<file path="src/rtl/cpu_defs.sv">
// -----------------------------------------------------------------------------
// cpu_defs
// Shared definitions for the instruction-fetch front end.
//    DEFAULT_RESET_PC : boot vector fetched first after reset
//    INST_W           : instruction width in bits
//    PC_STEP          : byte distance between sequential fetches
//    fetch_entry_t    : one queued fetch {pc, inst, adel}
//    isMisaligned()   : true when a PC is not word aligned
// -----------------------------------------------------------------------------
package cpu_defs;

   localparam logic [31:0] DEFAULT_RESET_PC = 32'hbfc00000;
   localparam int          INST_W           = 32;
   localparam logic [31:0] PC_STEP          = 32'd4;

   typedef struct packed {
      logic [31:0]       pc;
      logic [INST_W-1:0] inst;
      logic              adel;
   } fetch_entry_t;

   localparam int ENTRY_W = $bits(fetch_entry_t);

   // The low PC bits are kept so the address-error exception can report the
   // exact faulting PC further down the pipe.
   function automatic logic isMisaligned(input logic [31:0] pc);
      return pc[1:0] != 2'b00;
   endfunction

endpackage

</file>
<file path="src/rtl/sync_fifo.sv">
// -----------------------------------------------------------------------------
// sync_fifo
// Small synchronous FIFO with flush, used to buffer fetched instructions.
// Ports:
//    clk, reset   : clock and synchronous active-high reset
//    push_i       : write push_data_i at the tail
//    push_data_i  : entry to write
//    pop_i        : remove the head entry (ignored when empty)
//    flush_i      : drop every entry; has priority over push/pop
//    count_o      : number of entries held
//    valid_o      : head entry is valid
//    head_o       : head entry; holds the last shown head while empty
// -----------------------------------------------------------------------------
module sync_fifo #(
   parameter int WIDTH = 65,
   parameter int DEPTH = 4
) (
   input  logic                         clk,
   input  logic                         reset,
   input  logic                         push_i,
   input  logic [WIDTH-1:0]             push_data_i,
   input  logic                         pop_i,
   input  logic                         flush_i,
   output logic [$clog2(DEPTH+1)-1:0]   count_o,
   output logic                         valid_o,
   output logic [WIDTH-1:0]             head_o
);

   localparam int CW = $clog2(DEPTH+1);
   localparam int AW = $clog2(DEPTH);

   logic [WIDTH-1:0] mem_q [DEPTH];
   logic [AW-1:0]    rdPtr_q, rdPtr_d;
   logic [AW-1:0]    wrPtr_q, wrPtr_d;
   logic [CW-1:0]    count_q, count_d;
   logic [WIDTH-1:0] lastHead_q, lastHead_d;
   logic             doPush;
   logic             doPop;
   logic             notEmpty;

   assign notEmpty = (count_q != '0);
   assign doPop    = pop_i & notEmpty;
   assign doPush   = push_i & (count_q != CW'(DEPTH));

   // Next-state for pointers and occupancy. Pointers wrap naturally because
   // DEPTH is a power of two. lastHead tracks whatever is on the head output
   // so the outputs freeze rather than show a stale slot once the FIFO drains.
   always_comb begin
      rdPtr_d    = rdPtr_q;
      wrPtr_d    = wrPtr_q;
      count_d    = count_q;
      lastHead_d = lastHead_q;
      if (notEmpty) begin
         lastHead_d = mem_q[rdPtr_q];
      end
      if (flush_i) begin
         rdPtr_d = '0;
         wrPtr_d = '0;
         count_d = '0;
      end else begin
         if (doPush) begin
            wrPtr_d = wrPtr_q + AW'(1);
         end
         if (doPop) begin
            rdPtr_d = rdPtr_q + AW'(1);
         end
         case ({doPush, doPop})
            2'b10:   count_d = count_q + CW'(1);
            2'b01:   count_d = count_q - CW'(1);
            default: count_d = count_q;
         endcase
      end
   end

   // Control registers, cleared by reset.
   always_ff @(posedge clk) begin
      if (reset) begin
         rdPtr_q    <= '0;
         wrPtr_q    <= '0;
         count_q    <= '0;
         lastHead_q <= '0;
      end else begin
         rdPtr_q    <= rdPtr_d;
         wrPtr_q    <= wrPtr_d;
         count_q    <= count_d;
         lastHead_q <= lastHead_d;
      end
   end

   // Storage array; contents need no reset since count gates visibility.
   always_ff @(posedge clk) begin
      if (!reset && !flush_i && doPush) begin
         mem_q[wrPtr_q] <= push_data_i;
      end
   end

   assign count_o = count_q;
   assign valid_o = notEmpty;
   assign head_o  = notEmpty ? mem_q[rdPtr_q] : lastHead_q;

endmodule

</file>
<file path="src/rtl/inst_prefetch_queue.sv">
// -----------------------------------------------------------------------------
// inst_prefetch_queue
// Fetch front end between the synchronous inst_sram and the ID stage. Issues
// one sequential fetch per cycle and buffers {pc, inst, adel} entries.
// Ports:
//    clk, reset        : clock and synchronous active-high reset
//    redirect_valid    : flush everything and restart fetch at redirect_pc
//    redirect_pc       : new fetch PC (may be misaligned)
//    inst_sram_en      : fetch request this cycle
//    inst_sram_addr    : word-aligned fetch address
//    inst_sram_rdata   : read data, valid the cycle after inst_sram_en
//    out_valid/ready   : handshake to ID (ready = ID_allow_in)
//    out_pc/inst/adel  : head entry
//    count             : entries held
// -----------------------------------------------------------------------------
module inst_prefetch_queue
   import cpu_defs::*;
#(
   parameter int          DEPTH    = 4,
   parameter logic [31:0] RESET_PC = DEFAULT_RESET_PC
) (
   input  logic                        clk,
   input  logic                        reset,
   input  logic                        redirect_valid,
   input  logic [31:0]                 redirect_pc,
   output logic                        inst_sram_en,
   output logic [31:0]                 inst_sram_addr,
   input  logic [31:0]                 inst_sram_rdata,
   output logic                        out_valid,
   input  logic                        out_ready,
   output logic [31:0]                 out_pc,
   output logic [INST_W-1:0]           out_inst,
   output logic                        out_adel,
   output logic [$clog2(DEPTH+1)-1:0]  count
);

   localparam int CW = $clog2(DEPTH+1);

   logic [31:0]  fetchPc_q, fetchPc_d;
   logic [31:0]  issuedPc_q, issuedPc_d;
   logic         inflight_q, inflight_d;
   logic         discard_q, discard_d;
   logic [CW:0]  credit;
   logic         issue;
   logic         push;
   logic         pop;
   fetch_entry_t pushEntry;
   fetch_entry_t headEntry;
   logic [CW-1:0] fifoCount;
   logic         fifoValid;

   // Credits count both held entries and the outstanding request, so the
   // FIFO can never overflow. A pop in the same cycle does not free a credit.
   assign credit = {1'b0, fifoCount} + {{CW{1'b0}}, inflight_q};
   assign issue  = ~reset & ~redirect_valid & (credit < (CW+1)'(DEPTH));

   assign push = inflight_q & ~discard_q & ~redirect_valid;
   assign pop  = fifoValid & out_ready & ~redirect_valid;

   assign pushEntry = '{pc: issuedPc_q, inst: inst_sram_rdata,
                        adel: isMisaligned(issuedPc_q)};

   // Fetch sequencing. The SRAM always answers on the following cycle, so
   // the request in flight at a redirect is answered in that same cycle and
   // dropped there; no request is left outstanding and discard stays clear.
   always_comb begin
      fetchPc_d  = fetchPc_q;
      issuedPc_d = issuedPc_q;
      inflight_d = issue;
      discard_d  = discard_q & ~inflight_q;
      if (redirect_valid) begin
         fetchPc_d = redirect_pc;
         discard_d = 1'b0;
      end else if (issue) begin
         fetchPc_d  = fetchPc_q + PC_STEP;
         issuedPc_d = fetchPc_q;
      end
   end

   // Fetch state registers; reset overrides redirect and all traffic.
   always_ff @(posedge clk) begin
      if (reset) begin
         fetchPc_q  <= RESET_PC;
         issuedPc_q <= '0;
         inflight_q <= 1'b0;
         discard_q  <= 1'b0;
      end else begin
         fetchPc_q  <= fetchPc_d;
         issuedPc_q <= issuedPc_d;
         inflight_q <= inflight_d;
         discard_q  <= discard_d;
      end
   end

   sync_fifo #(
      .WIDTH (ENTRY_W),
      .DEPTH (DEPTH)
   ) u_fifo (
      .clk         (clk),
      .reset       (reset),
      .push_i      (push),
      .push_data_i (pushEntry),
      .pop_i       (pop),
      .flush_i     (redirect_valid),
      .count_o     (fifoCount),
      .valid_o     (fifoValid),
      .head_o      (headEntry)
   );

   assign inst_sram_en   = issue;
   assign inst_sram_addr = {fetchPc_q[31:2], 2'b00};
   assign out_valid      = fifoValid;
   assign out_pc         = headEntry.pc;
   assign out_inst       = headEntry.inst;
   assign out_adel       = headEntry.adel;
   assign count          = fifoCount;

endmodule

</file>
<file path="config.mk">
export PLATFORM = sky130hd
export DESIGN_NAME = inst_prefetch_queue
export DESIGN_NICKNAME = d
export VERILOG_FILES = /design/src/rtl/cpu_defs.sv /design/src/rtl/sync_fifo.sv /design/src/rtl/inst_prefetch_queue.sv
export SDC_FILE = /design/constraint.sdc
export NUM_CORES = 1
export LEC_CHECK = 0
export CAP_MARGIN = 10
export CORE_MARGIN = 2
export CORE_UTILIZATION = 56
export DETAILED_ROUTE_END_ITERATION = 12
export PLACE_DENSITY = 0.85
export RECOVER_POWER = 100
export SYNTH_ARGS = -nofsm -noshare
export SYNTH_HDL_FRONTEND = slang
export SYNTH_SLANG_ARGS = --single-unit
</file>
<file path="constraint.sdc">
create_clock -name clk -period 4.7 [get_ports clk]
set_input_delay 0.705 -clock clk [delete_from_list [all_inputs] [get_ports clk]]
set_output_delay 0.705 -clock clk [all_outputs]
set_load 0.005 [all_outputs]
</file>
==> results.txt <==
----------------------------------------------------
[Run status]
  Status ... complete, but fails checks
  Violated checks ... max-capacitance violations, max-slew violations

[Logic synthesis]
  Number of synthesized register bits ... 400
  Share of synthesized area spent on multiplexers ... between 10% and 20%
  Main combinational cell family by area after synthesis ... multiplexers
  Count of flip-flops with a built-in enable after synthesis ... 260
  Dominant synthesized flop cell ... edfxtp_1
  Adder-cell area share of the yosys netlist ... less than 1%
  Compound-cell area share of the yosys netlist ... under 10%
  Mapped Avg Cell Area ... 15.4 um^2
  Proportion of synthesized flip-flops having asynchronous set or reset ... 0%
  Yosys warnings ... 0
  Synthesized-area fraction occupied by and/or/nand/nor cells ... between 8 and 9%
  Synth Cell Area ... 0.0155 mm^2
  Post-Syn Instances ... just over 1000
  Synthesized-area fraction occupied by xor and xnor cells ... 1.24%
  Library cells used by synthesis ... approximately 50
  Proportion of synthesized chip area in sequential cells ... around 68%

[Clock tree]
  Hold buffer count at cts ... 0
  CTS resizes ... 0
  Clock latency reported for the late side of the worst-skew pair ... around 0.52 ns
  CTS clk-pin slew, worst paths ... around 0.070 ns
  Number of sinks driven by the clock tree ... 400
  Clock root buffer master ... clkbuf_16
  Clock tree from TritonCTS ... done
  Number of levels the H-tree was split into ... 2
  Post CTS Setup Buffer Count ... 0
  Max Root-Sink Buffers ... 3
  TritonCTS Buffers ... 38

[Timing]
  Pins Over Slew Limit ... approximately 230
  Post-Route Skew ... 0.0160 ns
  Ratio of final minimum period to clock period ... around four fifths
  Worst hold slack ... between 0.4 and 0.5 ns
  Accumulated negative setup slack ... 0 ns
  RSZ-0062 raised after global routing ... no
  Final period demand of the worst path ... 3.84 ns
  Maximum operating frequency ... 260 MHz
  Tightest Pin Transition ... between 1.5 and 2 ns
  Relative slew slack ... -21.7%
  Number of hold violations in the final report ... 0
  Setup-failing EPs final ... 0

[Floorplanning]
  I/O pin count ... 170
  Width of the die ... between 150 and 200 um
  Die Y ... approximately 170 um
  Core region area ... 0.0270 mm^2
  Site Rows ... 60
  Starting density of the core ... about 57%
  Die area ... about 0.029 mm^2

[Cells and area]
  Most common library cell in the layout ignoring fill and taps ... edfxtp_1
  Filler instances ... about 1700
  Layout cell share with drive strength beyond 1 ... between 10% and 20%
  Area used by multi-input combinational logic ... roughly 0.0044 mm^2
  Antenna diode count ... 0
  Post-layout nets ... between 1000 and 1500
  Most frequent cells in the layout ... 260 x edfxtp_1, 138 x dfxtp_1, 132 x dlygate4sd3_1, 103 x nand2_1, 65 x mux4_2
  Synthesis-to-finish area growth ... 19.2%
  Area of all sequential standard cells ... roughly 0.011 mm^2

[Global route]
  GRT Residual Overflow ... 0
  Global-route usage over all layers ... 22.4%
  Antenna violations before repair ... 1
  First-pass GRT wire length ... 49.8 mm
  Vias in the first global route ... slightly above 9000
  Maximum number of pins on one net before global-route repair ... 68

[Power and ir drop]
  Peak supply drop ... between 0.0002 and 0.00025 V
  P per Cell Area ... roughly 380 mW/mm^2
  Leak pwr ... 6.57 nW

[Routing]
  Final routed wirelength across all metal layers ... 32.0 mm
  Number of detailed-routing iterations run before antenna repair ... 7
  Total number of vias ... ~9000
  Remaining design rule violation count ... 0
  ANT nets after route ... 0
  Number of DRC markers in iteration 0 ... 667
  Mean number of vias per cell ... around 6
  Post-detailed-route wirelength per cell ... 21.1 um

[Critical path]
  Max stage delay cell, worst path ... dfxtp_4
  Critical Path RT ... 3.99 ns
  Sort of element at the end of the critical path ... output pin
  Category of the most critical setup path ... reg2out
  Data arrival time of the critical path ... 3.13 ns
  Worst Path Max Fanout ... 27
  CP Cell Sequence ... buf_4 > mux4_2 > mux2_1 > dlygate4sd3_1
  Crit-path max cell delay ... roughly 0.7 ns
  Category of the worst setup path launch point ... flop

[Run]
  Max Cap Violations ... 4

[Min path]
  HP Class ... reg2reg

[Place]
  Number of port buffers ... approximately 170
  DPL Wire Length ... between 15 and 20 mm
  Final GP Congestion ... 0.862

----------------------------------------------------
[cell type report]
type | instances | area share (%)
tap | 341 | 2.31
inverter | 12 | 0.244
multi-input combinational | 514 | 23.8
clock inverter | 17 | 0.678
sequential | 400 | 57.5
clock buffer | 53 | 5.97
timing repair buffer | 177 | 9.51
[stage by stage]
| stage | power, mW | instances | cell area (um^2) | worst slack (ns) | utilization, % |
|---|---|---|---|---|---|
| floorplan | 4.04 | 1010 | 15500 | 1.20 | - |
| global placement | 4.20 | 1444 | 17300 | 1.26 | 63.9 |
| detailed placement | 4.21 | 1444 | 17300 | 1.20 | 63.9 |
| CTS | 7.14 | 1514 | 18500 | 0.952 | 68.4 |
| global route | 7.27 | 1514 | 18500 | 0.683 | 68.3 |
| finish | 7.07 | 1514 | 18500 | 0.860 | 68.3 |
[routing by layer]
| layer | routed length, um | vias to the layer above | track usage, % |
|---|---|---|---|
| met1 | 12800 | 4507 | 29.0 |
| met2 | 16400 | 325 | 38.7 |
| met3 | 2010 | 66 | 3.81 |
| li1 | - | 3993 | - |
| met4 | 781 | 2 | 7.06 |
| met5 | 13 | - | 0 |
[critical path: cells and delay by family (launching register included)]
kind     cells  cell delay, ns
mux          2            0.90
flops        1            0.72
buf+inv      2            0.98
[final timing paths]
path / start / end / slack [ns] / cells after the start
worst max-delay path: flop / out_pc[22] / 0.86 / 4
worst min-delay path: fetchPc_q[0]$_SDFFE_PP0P_ / issuedPc_q[0]$_SDFFE_PP0P_ / 0.46 / 2
worst max register to register: u_fifo.count_o[2]$_SDFFE_PP0P_ / u_fifo.count_o[2]$_SDFFE_PP0P_ / 1.56 / 8
worst min register to register: fetchPc_q[0]$_SDFFE_PP0P_ / issuedPc_q[0]$_SDFFE_PP0P_ / 0.46 / 2
[cells in the mapped netlist, types with 3 or more instances]
master / number / share of area, %
edfxtp_1: 260 / 50
nand2_1: 103 / 2.5
ha_1: 6 / 0.48
buf_4: 32 / 1.6
mux4_2: 65 / 9.5
inv_1: 11 / 0.27
a211oi_1: 6 / 0.29
or3_1: 5 / 0.20
and3_1: 9 / 0.36
xor2_1: 5 / 0.28
mux2_2: 67 / 4.9
buf_1: 7 / 0.17
a21oi_1: 51 / 1.6
clkbuf_1: 38 / 0.92
o311a_1: 3 / 0.19
mux2i_1: 5 / 0.32
and2_1: 68 / 2.7
nand4_1: 13 / 0.53
nor2_1: 32 / 0.78
a31oi_1: 5 / 0.20
nor4_1: 6 / 0.24
o21ai_0: 4 / 0.13
nor3_1: 5 / 0.16
o211ai_1: 3 / 0.15
nand3_1: 10 / 0.32
or4_1: 3 / 0.15
xnor2_1: 17 / 0.96
dfxtp_1: 140 / 18
buf_2: 6 / 0.19
[where the power goes]
part / internal [mW] / total [mW] / switching, mW
clock: 1.70 / 2.96 / 1.26
sequential: 3.77 / 3.83 / 0.0523
combinational: 0.146 / 0.285 / 0.139
[sequential cells by signal, indices dropped and copies added (netlist names), named ones only]
| register | flops |
|---|---|
| u_fifo.mem_q | 260 |
| u_fifo.lastHead_q | 65 |
| fetchPc_q | 32 |
| issuedPc_q | 32 |
| u_fifo.count_o | 3 |
| u_fifo.rdPtr_q | 2 |
| u_fifo.wrPtr_q | 2 |
| discard_q | 1 |
| inflight_q | 1 |
[logic make-up after synthesis]
kind of cell    count (synthesis)
mux                           138
buf+inv                        96
simple gates                  267
xor+xnor                       22
flops                         400
other cells                     1
fa+ha+maj                       7
compound gates                 78
Power figures use the tool's default switching activity.
